===== src/rtl/booth_arbiter.sv =====
// booth_arbiter
// Round-robin front end that shares one booth multiplier between two
// requesters. A granted request is walked through START / LOAD_A / LOAD_B on
// the m_* bus, then the block waits for the multiplier's done flag and
// returns the product on res together with a one-cycle ack for the winner.
//
// Optional watchdog: define BOOTH_ARB_TIMEOUT_EN to abort a WAIT that lasts
// TMO cycles (err pulse, no ack). Without the macro err is tied low and WAIT
// waits indefinitely.
module booth_arbiter #(
  parameter int W   = 8,
  parameter int TMO = 255
) (
  input  logic                  clk,
  input  logic                  rst,
  input  logic                  req0,
  input  logic                  req1,
  input  logic signed [W-1:0]   a0,
  input  logic signed [W-1:0]   b0,
  input  logic signed [W-1:0]   a1,
  input  logic signed [W-1:0]   b1,
  output logic                  ack0,
  output logic                  ack1,
  output logic signed [2*W-1:0] res,
  output logic                  err,
  output logic                  busy,
  output logic                  m_start,
  output logic                  m_get,
  output logic [W-1:0]          m_in,
  input  logic                  m_ready,
  input  logic signed [2*W-1:0] m_out
);

  localparam logic [2:0] S_IDLE   = 3'd0;
  localparam logic [2:0] S_START  = 3'd1;
  localparam logic [2:0] S_LOAD_A = 3'd2;
  localparam logic [2:0] S_LOAD_B = 3'd3;
  localparam logic [2:0] S_WAIT   = 3'd4;
  localparam logic [2:0] S_DONE   = 3'd5;

  logic [2:0]            r_state;
  logic [2:0]            w_state_nxt;
  logic                  r_gnt;
  logic                  r_last_gnt;
  logic                  r_seen_low;
  logic signed [2*W-1:0] r_res;

  logic                  w_any_req;
  logic                  w_gnt_nxt;
  logic                  w_done;
  logic                  w_tmo;
  logic signed [W-1:0]   w_op_a;
  logic signed [W-1:0]   w_op_b;

  // A TMO below 1 is not a meaningful watchdog limit; it is only consumed
  // when the watchdog is built in.
  if (TMO < 1) begin : g_tmo_guard
  end

  assign w_any_req = req0 | req1;
  // Contention goes to whoever was not served last; a lone request wins outright.
  assign w_gnt_nxt = (req0 & req1) ? ~r_last_gnt : req1;
  assign w_op_a    = r_gnt ? a1 : a0;
  assign w_op_b    = r_gnt ? b1 : b0;
  // A high m_ready only counts once a low has been observed after START,
  // so a done flag still standing from the previous product is ignored.
  assign w_done    = (r_state == S_WAIT) & r_seen_low & m_ready;

  // Next-state selection for the request/load/wait/ack sequence
  always_comb begin
    w_state_nxt = r_state;
    case (r_state)
      S_IDLE:   if (w_any_req) w_state_nxt = S_START;
      S_START:  w_state_nxt = S_LOAD_A;
      S_LOAD_A: w_state_nxt = S_LOAD_B;
      S_LOAD_B: w_state_nxt = S_WAIT;
      S_WAIT: begin
        if (w_done) begin
          w_state_nxt = S_DONE;
        end else if (w_tmo) begin
          w_state_nxt = S_IDLE;
        end
      end
      S_DONE:   w_state_nxt = S_IDLE;
      default:  w_state_nxt = S_IDLE;
    endcase
  end

  // State register; reset abandons any operation in flight without an ack
  always_ff @(posedge clk or negedge rst) begin
    if (!rst) begin
      r_state <= S_IDLE;
    end else begin
      r_state <= w_state_nxt;
    end
  end

  // Grant latch (sampled only in IDLE) and round-robin history
  always_ff @(posedge clk or negedge rst) begin
    if (!rst) begin
      r_gnt      <= 1'b0;
      r_last_gnt <= 1'b1;
    end else begin
      if ((r_state == S_IDLE) && w_any_req) begin
        r_gnt <= w_gnt_nxt;
      end
      if ((r_state == S_DONE) || w_tmo) begin
        r_last_gnt <= r_gnt;
      end
    end
  end

  // Track whether the multiplier has dropped m_ready since this operation started
  always_ff @(posedge clk or negedge rst) begin
    if (!rst) begin
      r_seen_low <= 1'b0;
    end else if (r_state == S_START) begin
      r_seen_low <= 1'b0;
    end else if (((r_state == S_LOAD_A) || (r_state == S_LOAD_B) ||
                  (r_state == S_WAIT)) && !m_ready) begin
      r_seen_low <= 1'b1;
    end
  end

  // Product capture on the WAIT->DONE edge so res is already valid while ack is high
  always_ff @(posedge clk or negedge rst) begin
    if (!rst) begin
      r_res <= '0;
    end else if (w_done) begin
      r_res <= m_out;
    end
  end

  // Moore output decode; IDLE (and therefore reset) drives every strobe low
  always_comb begin
    busy    = (r_state != S_IDLE);
    m_start = (r_state == S_START);
    m_get   = (r_state == S_LOAD_A) || (r_state == S_LOAD_B);
    ack0    = (r_state == S_DONE) && !r_gnt;
    ack1    = (r_state == S_DONE) &&  r_gnt;
    case (r_state)
      S_LOAD_A:         m_in = w_op_a;
      S_LOAD_B, S_WAIT: m_in = w_op_b;
      default:          m_in = '0;
    endcase
  end

  assign res = r_res;

`ifdef BOOTH_ARB_TIMEOUT_EN
  localparam int CW = (TMO < 2) ? 1 : $clog2(TMO);

  logic [CW-1:0] r_cnt;
  logic          r_err;

  // The TMO-th WAIT cycle without completion aborts the operation
  assign w_tmo = (r_state == S_WAIT) && !w_done && (r_cnt == CW'(TMO - 1));
  assign err   = r_err;

  // WAIT cycle counter: cleared on entry to WAIT, advanced each WAIT cycle
  always_ff @(posedge clk or negedge rst) begin
    if (!rst) begin
      r_cnt <= '0;
    end else if (r_state == S_LOAD_B) begin
      r_cnt <= '0;
    end else if (r_state == S_WAIT) begin
      r_cnt <= r_cnt + CW'(1);
    end
  end

  // err is a one-cycle pulse in the cycle after the abort, when busy is already low
  always_ff @(posedge clk or negedge rst) begin
    if (!rst) begin
      r_err <= 1'b0;
    end else begin
      r_err <= w_tmo;
    end
  end
`else
  assign w_tmo = 1'b0;
  assign err   = 1'b0;
`endif

endmodule

===== config.mk =====
export PLATFORM = sky130hd
export DESIGN_NAME = booth_arbiter
export DESIGN_NICKNAME = d
export VERILOG_FILES = /design/src/rtl/booth_arbiter.sv
export SDC_FILE = /design/constraint.sdc
export NUM_CORES = 1
export LEC_CHECK = 0
export ABC_CLOCK_PERIOD_IN_PS = 2480
export BUFFER_PORTS_ARGS = -buffer_cell sky130_fd_sc_hd__buf_2
export CORE_UTILIZATION = 44
export DETAILED_ROUTE_END_ITERATION = 16
export PLACE_DENSITY = 0.85
export RECOVER_POWER = 100
export SLEW_MARGIN = 30
export SYNTH_ARGS = -nofsm -noshare
export SYNTH_HDL_FRONTEND = slang
export SYNTH_SLANG_ARGS = --single-unit
export TNS_END_PERCENT = 50

===== constraint.sdc =====
create_clock -name clk -period 2.48 [get_ports clk]
set_input_delay 0 -clock clk [delete_from_list [all_inputs] [get_ports clk]]
set_output_delay 0 -clock clk [all_outputs]
set_load 0.005 [all_outputs]

# After elaboration in Yosys (flattened, before gate mapping)
# Index checks and enable logic that the tools add are counted.
[totals]
register_bits = 22
output_inout_bits = 30
word_cells = 39
[op_classes]
n_eq_ne = 7
muxes = 9
bitwise_logic = 5
reduce_logical = 13
[op_table]
columns = ["operator", "count"]
rows = [
  ["$mux 8", 2],
  ["$pmux 8 s2", 1],
  ["$pmux 3 s5", 1],
  ["$eq 3x2->1 const B", 2],
  ["$eq 3x3->1 const B", 2],
  ["$mux 3", 2],
  ["$logic_and 1x1->1", 4],
  ["$ne 2x2->1 const B", 2],
  ["$and 1x1->1", 3],
  ["$eq 3x1->1 const B", 1],
  ["$logic_not 3->1", 1],
  ["$mux 1", 3],
  ["$reduce_bool 3->1", 1],
  ["$logic_not 1->1", 2],
  ["$logic_or 1x1->1", 2],
  ["$reduce_and 2->1", 1],
  ["$reduce_bool 2->1", 1],
  ["$reduce_or 2->1", 1],
  ["$not 1->1", 1],
  ["$or 1x1->1", 1],
]

# Depth between registers and ports, before layout
[depth]
ltp_word = 6
ltp_mapped = 6

# Least setup slack after synthesis
# No wires, ideal clock.
[synth_timing]
path_kind = "register -> register"
startpoint = "reg r_state[1]"
endpoint = "reg r_res[0] (netlist: res[0])"
setup_ps = 125
arrival_ps = 1355
slack_ps = 1000
stages_incl_launch_ff = 7
path_buffers = 3
synth_period_minus_slack_ps = 1480
cell_sequence = "dfrtp_1 buf_6 nor2b_4 and4b_1 buf_6 buf_12 mux2_4"
[synth_between]
elab_chain_cells = 3
[synth_rtl]
columns = ["element", "line_no", "source"]
rows = [
  ["start, declared", "41", "logic [2:0] r_state;"],
  ["start signal, assigned", "94", "r_state <= w_state_nxt;"],
  ["$eq 3x3->1", "67", "assign w_done = (r_state == S_WAIT) & r_seen_low & m_ready;"],
  ["$and 1x1->1 (2 in a row)", "67", ""],
  ["end signal, assigned", "130", "r_res <= m_out;"],
  ["end, declared", "46", "logic signed [2*W-1:0] r_res;"],
]
# No other way between the ends.
# A chain may end at the register's enable or synchronous reset.

# Final worst setup path
[layout_timing]
startpoint = "reg r_state[0]"
endpoint = "out m_in[4]"
[layout_between]
elab_chain_cells = 3
elab_cells_between_ends = 5
[layout_rtl]
columns = ["element", "line_no", "source"]
rows = [
  ["$eq 3x2->1 or $eq 3x3->1 (tied branches)", "141", "case (r_state)"],
  ["$reduce_or 2->1", "141", ""],
  ["$pmux 8 s2 *", "141", ""],
  ["end, declared", "29", "output logic [W-1:0] m_in,"],
]
# Mark *: on every way between the ends. The rest lies on a longest branch, timed or not.

==> results.toml <==
[floorplanning]
dieArea_mm2 = 0.00304
die_w_um = 55.1
die_y_um = 55.1
io_pins = 83
fp-row-count = 18
core-area_mm2 = 0.00257
start_util_pct = 48.3

[placement]
hpwl_um = 2090
portBuffers = 81
place_congestion = 0.762

[routing]
via_per_inst = 4.93
first_iter_violations = 4
routed_wl_um = 3070
wl_met3_um = 281
dr.pass1.iters = 2
top_layer = "met4"
wl_per_cell_um = 13.5
ant_nets = 0
num_vias = 1118
drcViolationCount = 0
routed-wl-met2_um = 1520
wl_met1_um = 1260

[power_and_ir_drop]
leakagePower_nw = 0.894
peakVddDrop_mv = 0.672
power_density_mw_per_mm2 = 963
p_total_w = 0.00170

[job]
max-cap-violations = 0

[global_route]
grt_usage_pct = 20.4
grt_first_pass_wirelength_um = 4350
grt_max_degree = 23
overflow = 0
antenna_found_initial = 0
grt_pass1_vias = 1016

[finish]
drive_gt1_share_pct = 37.6
ff_latch_area_um2 = 552
nFillCells = 229
area_growth_pct = 42.2
multi_input_area_um2 = 558
final_cell_mix = "buf_2, clkbuf_1, dfrtp_1"
n_antenna_cell = 0
nNetsFinal = 251
final_common_cell = "buf_2"

[sta]
finalSetupTns_ps = 0
fmax_mhz = 529
finalSetupViolCount = 0
fin_crit_ps = 1890
post-route-period-util_pct = 76.3
fin_worst_skew_ps = 7.65
worst_pin_slew_ps = 1150
finalHoldViolations = 0
grt_setup_unrepaired = "no"
whs_ps = 21.2
final_max_slew_viol_count = 0
slew_headroom_pct = 23.5

[worst_setup_path]
max_stage_delay_ps = 510
worstSetupPathType = "reg -> out"
r2r_slack_ps = 630
rr_worst_depth = 4
crit_chain = "and3b_2, a21oi_1, o22ai_1, clkbuf_1"
crit_path_end_kind = "output pin"
crit_start = "r_state[0]"
reg2reg_to = "r_gnt"
timing.rr.start = "r_state[0]"
worst_ep_required_time_ps = 2480
critPathSlowestCell = "dfrtp_1"
worst_setup_path_start_kind = "flop"
cp_max_fo = 11
cp-endpoint = "m_in[4]"
cp_data_arrival_time_ps = 1890

[clock_network]
clockBufferDepth = 2
cts_resized = 0
htreeDepth = 1
insertion_delay_ps = 300
cts_tree = "yes"
cts_buffers = 3
root_buffer = "clkbuf_4"
cts.sinks = 22
clk_pin_slew_worst_paths_ps = 120

[yosys]
ys_seq_elements = 22
synth_area_mm2 = 0.00124
avgSynthCellArea_um2 = 12.3
ys.warnings.count = 0
synth.distinct_cells = 30
syn_nets = 154
synthCells = 101
ys_seq_area_share_pct = 44.5

[hold_path]
worstHoldPathType = "in -> reg"
worstHoldStart = "m_ready"
hold_path_depth = 3

[run_status]
outcome = "finished, final reports clean"
-- layout make-up --
class	instances	area share, %
timing repair buffer	101	32.3
multi-input combinational	67	31.6
sequential	22	31.3
tap	30	2.13
clock buffer	4	2.06
inverter	3	0.638
-- per-layer routing --
metal  up-vias  GRT usage [%]
li1        552              -
met5         -              0
met2        70           38.2
met3         2           3.01
met4         0           6.25
met1       494           23.8
-- stage by stage --
| step | utilization [%] | instance area (µm²) | cells | setup WS, ps |
|---|---|---|---|---|
| global placement | 62.8 | 1610 | 204 | 901 |
| floorplan | - | 1240 | 101 | 1000 |
| global route | 68.8 | 1770 | 227 | 432 |
| finish | 68.8 | 1770 | 227 | 588 |
| CTS | 71.6 | 1840 | 227 | 642 |
| detailed placement | 62.8 | 1610 | 204 | 825 |
-- what timing repair did --
action,CTS,global route
buffers inserted,0,0
endpoints found under the setup margin,0,0
hold endpoints to repair,39,0
hold buffers,19,0
-- worst max-delay path: cells and delay by family, from the launching register on --
kind	cells	cell delay, ps
flip-flops	1	510
buffers and inverters	1	150
AND/OR/NAND/NOR	1	250
AO/OA/AOI/OAI	2	680
-- worst min path at each step --
stage,endpoint,slack (ps)
floorplan,r_gnt,-300
global placement,res[10],-20
detailed placement,res[10],-10
CTS,r_state[0],9
global route,r_state[0],10
finish,r_state[0],20
-- sequential cells by signal (all words and copies together), names as in the netlist --
signal	cells
r_state	3
r_last_gnt	1
r_gnt	1
r_seen_low	1
res	16
-- kinds of logic after synthesis --
family	count (synthesis)	share of synthesized area [%]
AO/OA/AOI/OAI	14	7.76
XOR/XNOR	1	0.706
buffers and inverters	12	7.26
flip-flops	22	44.5
multiplexers	32	30.4
other	1	0.302
AND/OR/NAND/NOR	19	9.07
-- power by group --
group | switching (W) | leakage [nW] | internal [W]
Clock | 0.0000976 | 0.0210 | 0.0000894
Combinational | 0.000327 | 0.607 | 0.000455
Sequential | 0.000196 | 0.266 | 0.000535
Total | 0.000620 | 0.894 | 0.00108
-- cells in the mapped netlist --
library cell  number  area share (%)
a21o_1             1            0.61
nor3_1             1            0.40
and3b_2            1            0.81
o22ai_1            9             4.5
conb_1             1            0.30
buf_4              1            0.61
and2b_2            1            0.71
buf_6              3             2.7
a221oi_1           1            0.71
clkbuf_1           2            0.61
and4b_1            1            0.81
and2_1             1            0.50
a32o_1             1            0.81
buf_12             1             1.6
and3_2             1            0.61
buf_2              2            0.81
mux2i_1           16              13
a21oi_2            1            0.71
nor2_1             7             2.1
nand3b_1           1            0.61
inv_1              3            0.91
nand2b_1           1            0.50
dfrtp_1           21              42
mux2_2             6             5.4
mux2_4            10              12
xnor2_1            1            0.71
nand2_1            3            0.91
a21oi_1            1            0.40
dfstp_2            1             2.1
nor2b_4            1             1.1
(Power assumes the default switching activity.)
